$ cat src/rtl/mmio_io_ctrl.sv
// mmio_io_ctrl: memory-mapped switch/LED I/O block.
//   Input channels (switches) are two-flop synchronized and readable at
//   BASE_IN+k. Output channels (LEDs) are read/write registers at
//   BASE_OUT+k. Reads return data one cycle after issue with a one-cycle
//   rvalid pulse. rdata is zero whenever rvalid is low.
//   Optional feature macro: MMIO_EVENT_CAPTURE_EN adds a sticky rising-edge
//   register per input channel at BASE_IN+N_IN+k, cleared by reading it.
// Ports:
//   clk        rising-edge clock
//   reset      asynchronous active-low reset
//   mem_cmd    00 none, 01 read, 10 write, 11 none
//   mem_addr   CPU address
//   wdata      CPU write data
//   in_ports   asynchronous switch inputs, channel k at [k*IN_W +: IN_W]
//   hit        combinational: active command decodes to this block
//   rdata      registered read data
//   rvalid     registered read-data-valid pulse
//   out_ports  registered LED outputs, channel k at [k*OUT_W +: OUT_W]
module mmio_io_ctrl #(
  parameter int unsigned DATA_W   = 16,
  parameter int unsigned ADDR_W   = 9,
  parameter int unsigned N_IN     = 2,
  parameter int unsigned IN_W     = 8,
  parameter int unsigned N_OUT    = 2,
  parameter int unsigned OUT_W    = 8,
  parameter int unsigned BASE_IN  = 'h140,
  parameter int unsigned BASE_OUT = 'h100
) (
  input  logic                    clk,
  input  logic                    reset,
  input  logic [1:0]              mem_cmd,
  input  logic [ADDR_W-1:0]       mem_addr,
  input  logic [DATA_W-1:0]       wdata,
  input  logic [N_IN*IN_W-1:0]    in_ports,
  output logic                    hit,
  output logic [DATA_W-1:0]       rdata,
  output logic                    rvalid,
  output logic [N_OUT*OUT_W-1:0]  out_ports
);

  localparam logic [1:0] CMD_RD = 2'b01;
  localparam logic [1:0] CMD_WR = 2'b10;

  logic                   is_rd;
  logic                   is_wr;
  logic                   map_hit;
  logic                   rd_fire;
  logic [DATA_W-1:0]      rd_mux;
  logic [N_OUT-1:0]       out_we;
  logic [N_IN*IN_W-1:0]   in_meta;
  logic [N_IN*IN_W-1:0]   in_sync;

  assign is_rd   = (mem_cmd == CMD_RD);
  assign is_wr   = (mem_cmd == CMD_WR);
  assign hit     = map_hit & (is_rd | is_wr);
  assign rd_fire = map_hit & is_rd;

  // Two-flop synchronizer for the asynchronous switch inputs
  always_ff @(posedge clk or negedge reset) begin
    if (!reset) begin
      in_meta <= '0;
      in_sync <= '0;
    end else begin
      in_meta <= in_ports;
      in_sync <= in_meta;
    end
  end

`ifdef MMIO_EVENT_CAPTURE_EN
  logic [N_IN*IN_W-1:0]   in_sync_d;
  logic [N_IN*IN_W-1:0]   ev_q;
  logic [N_IN*IN_W-1:0]   ev_clr_mask;

  // Sticky rising-edge capture; a new edge in the clearing cycle survives
  always_ff @(posedge clk or negedge reset) begin
    if (!reset) begin
      in_sync_d <= '0;
      ev_q      <= '0;
    end else begin
      in_sync_d <= in_sync;
      ev_q      <= (ev_q & ~ev_clr_mask) | (in_sync & ~in_sync_d);
    end
  end
`endif

  // Address decode, read mux and write enables
  always_comb begin
    map_hit = 1'b0;
    rd_mux  = '0;
    out_we  = '0;
`ifdef MMIO_EVENT_CAPTURE_EN
    ev_clr_mask = '0;
`endif
    for (int unsigned k = 0; k < N_IN; k++) begin
      if (mem_addr == ADDR_W'(BASE_IN + k)) begin
        map_hit = 1'b1;
        rd_mux  = DATA_W'(in_sync[k*IN_W +: IN_W]);
      end
    end
    for (int unsigned k = 0; k < N_OUT; k++) begin
      if (mem_addr == ADDR_W'(BASE_OUT + k)) begin
        map_hit   = 1'b1;
        rd_mux    = DATA_W'(out_ports[k*OUT_W +: OUT_W]);
        out_we[k] = is_wr;
      end
    end
`ifdef MMIO_EVENT_CAPTURE_EN
    for (int unsigned k = 0; k < N_IN; k++) begin
      if (mem_addr == ADDR_W'(BASE_IN + N_IN + k)) begin
        map_hit = 1'b1;
        rd_mux  = DATA_W'(ev_q[k*IN_W +: IN_W]);
        ev_clr_mask[k*IN_W +: IN_W] = {IN_W{is_rd}};
      end
    end
`endif
  end

  // Output (LED) registers; only the low OUT_W bits of wdata are stored
  always_ff @(posedge clk or negedge reset) begin
    if (!reset) begin
      out_ports <= '0;
    end else begin
      for (int unsigned k = 0; k < N_OUT; k++) begin
        if (out_we[k]) begin
          out_ports[k*OUT_W +: OUT_W] <= wdata[OUT_W-1:0];
        end
      end
    end
  end

  // Read response: one cycle after issue, rdata forced to zero when idle
  always_ff @(posedge clk or negedge reset) begin
    if (!reset) begin
      rvalid <= 1'b0;
      rdata  <= '0;
    end else begin
      rvalid <= rd_fire;
      rdata  <= rd_fire ? rd_mux : '0;
    end
  end

  // Upper write-data bits are intentionally ignored
  if (OUT_W < DATA_W) begin : g_wdata_hi
    logic unused_wdata_hi;
    assign unused_wdata_hi = ^wdata[DATA_W-1:OUT_W];
  end

endmodule
$ cat config.mk
export PLATFORM = sky130hd
export DESIGN_NAME = mmio_io_ctrl
export DESIGN_NICKNAME = d
export VERILOG_FILES = /design/src/rtl/mmio_io_ctrl.sv
export SDC_FILE = /design/constraint.sdc
export NUM_CORES = 1
export LEC_CHECK = 0
export ABC_AREA = 1
export CAP_MARGIN = 0
export CORE_AREA = 2 2 79 73
export DETAILED_ROUTE_END_ITERATION = 12
export DIE_AREA = 0 0 81 75
export PLACE_DENSITY_LB_ADDON = 0.3
export SLEW_MARGIN = 10
export SYNTH_ARGS = -nofsm -noshare
export SYNTH_HDL_FRONTEND = slang
export SYNTH_SLANG_ARGS = --single-unit
$ cat constraint.sdc
create_clock -name clk -period 1.12 [get_ports clk]
set_clock_uncertainty 0.05 [all_clocks]
set_input_delay 0.168 -clock clk [delete_from_list [all_inputs] [get_ports clk]]
set_output_delay 0.168 -clock clk [all_outputs]
set_load 0.01 [all_outputs]
==> flow_summary.ini <==
[power_and_ir_drop]
leakagePower_nw = 1.72
power.density_mw_per_mm2 = 1270
vdd_ir_drop_max_mv = 1.13
p_total_mw = 4.41

[grt]
gr-total-overflow = 0
antenna_found_initial = 0
grt_pass1_vias = 1626
track_usage_pct = 17.4
grt_pass1_wl_um = 7600
grt_max_degree = 58

[yosys]
yosysUniqueCellTypes = 20
async_flop_share_pct = 100
synth_seq_cells = 57
synth_edf_count = 0
yosysTopAreaCell = dfrtp_1
ys_seq_area_share_pct = 62.5
syn-cell-area_sq_mm = 0.00228
synth_top_area_share_pct = 62.5
yosysWarnings = 0
synth_ff_type = dfrtp_1
ys_top_cells_by_area = dfrtp_1, o21ai_2, nand3_1, nand2_1, buf_4
netlist_instances = 206
postSynthAreaPerCell_sq_um = 11.1

[floorplanning]
die_h_um = 75
die_w_um = 81
placeableCoreArea_sq_mm = 0.00519
initial_core_util_pct = 43.9
boundaryPins = 79
row_count = 25
die_area_sq_mm = 0.00608

[placement]
placedCellCount = 353
place.gp.congestion = 0.740
portBuffers = 62
dp_hpwl_um = 2950
post_dp_cell_area_sq_mm = 0.00312
dpl_worst_slack_ps = -706

[clocking]
clock_latency_ps = 330
cts_max_level = 3
cts_made_buffers = 9
clk_pin_slew_worst_paths_ps = 60
cts_tree = built
cts_root_buffer = clkbuf_8
clk_path_buf_depth = 2
cts_sinks = 57

[final_layout]
fin_area_sq_mm = 0.00346
final_common_cell = dfrtp_1
nFillCells = 421
final_cell_mix = dfrtp_1, buf_2, clkdlybuf4s50_1, nand2_1, buf_4
layout-drive-gt1-share_pct = 43.4
final_util_pct = 66.7
antenna_cells = 0
area_growth_pct = 51.8
final-instance-count-excl-fill = 383
nets = 358

[run_status]
status = completed

[setup_path]
crit_type = in -> out
cp_max_fo = 2
slowest_delay_ps = 270
required_ps = 900
setup.worst_path.end_class = output pin
regToRegSetupSlack_ps = 60
path_cells = dlygate4sd2_1 -> nor2_2 -> nand3_2 -> nor2_1 -> buf_2
endpoint = hit
r2r-start = out_ports[2]
startpoint = mem_addr[1]
slowest_stage = dlygate4sd2_1
critPathArrivalTime_ps = 870
startpoint_type = input pin
reg2reg_to = rdata[2]
reg2reg_depth = 6

[sta]
fmax_ghz = 0.917
drv_slew = 0
whs_ps = 222
rsz0062_at_grt = true
period_share_pct = 97.3
layout_setup_ws_ps = 29.8
finalCriticalPeriod_ps = 1090
setup_tns_ps = 0
setup_violations = 0
hold_viol = 0

[run]
max_cap_violations = 0

[detailed_routing]
vias_per_cell = 4.51
finalWirelength_um = 4870
dr.pass1.iters = 4
detail-route-antenna-nets = 0
wl_per_cell_um = 12.7
drt-initial-drc-count = 60
vias = 1728
drcViolationCount = 0

[worst_hold_path]
worstHoldStart = in_ports[3]
hold_path.class = in -> reg
flip-flops by register name, indices dropped and copies added, names as in the netlist:
name,flops
rvalid,1
in_sync,16
out_ports,16
rdata,8
in_meta,16
logic make-up (layout without fill, tap and decap cells):
family | count (synthesis) | in the layout | share of synthesized area, %
AO/OA/AOI/OAI | 24 | 24 | 7.90
buffers and inverters | 32 | 133 | 8.28
flip-flops | 57 | 57 | 62.5
other | 1 | 8 | 0.164
adder cells (fa/ha/maj) | 2 | 2 | 1.10
AND/OR/NAND/NOR | 90 | 92 | 20.0
where the power goes:
part	total (mW)	switching (mW)	leakage, nW	internal (mW)
logic	0.351	0.169	0.895	0.183
clock network	1.91	0.765	0.103	1.15
registers	2.15	0.0195	0.722	2.13
total	4.41	0.954	1.72	3.46
layout make-up:
class	instances	area [sq um]	share of cell area, %
Tap cell	67	83.8	2.42
Sequential cell	57	1430	41.2
Timing Repair Buffer	99	881	25.4
Multi-Input combinational cell	126	798	23.0
Inverter	18	67.6	1.95
Clock buffer	12	155	4.48
Clock inverter	4	51.3	1.48
repair_timing:
item / 4_1_cts / 5_1_grt
hold buffers: 1 / 0
pin swaps: 13 / 21
buffers inserted: 8 / 1
endpoints found under the hold margin: 57 / 0
gates resized for setup: 129 / 30
setup endpoints to repair: 50 / 22
gates cloned: 2 / 2
worst min-delay path by stage:
stage / to / slack, ps / depth (start not counted)
after detailed placement: out_ports[12] / 140 / 2
after global placement: out_ports[4] / 130 / 2
after global routing: in_meta[11] / 200 / 1
after CTS: in_meta[3] / 210 / 1
final: in_meta[3] / 220 / 1
after floorplan: in_meta[0] / -180 / 0
cells in the mapped netlist (2+ instances only):
cell type and count:
nand2_2 7, o21ai_0 5, o21ai_2 16, buf_6 3, buf_4 9, ha_1 2
nor2_4 4, nor2_2 2, o21ai_1 3, nand2_1 31, dfrtp_1 57, nand3_1 25
nor2_1 18, inv_1 17, nand3_4 2
critical path, delay by kind of cell:
family / cells / cell delay [ps]
buf+inv: 2 / 400
simple gates: 3 / 310
per-layer routing:
metal / track usage, % / wire [um]
met2: 30.2 / 2540
met4: 8.66 / 112
met3: 6.24 / 354
met5: 0 / 0
met1: 19.0 / 1870
Note: power is estimated with default switching activity, not from simulation.
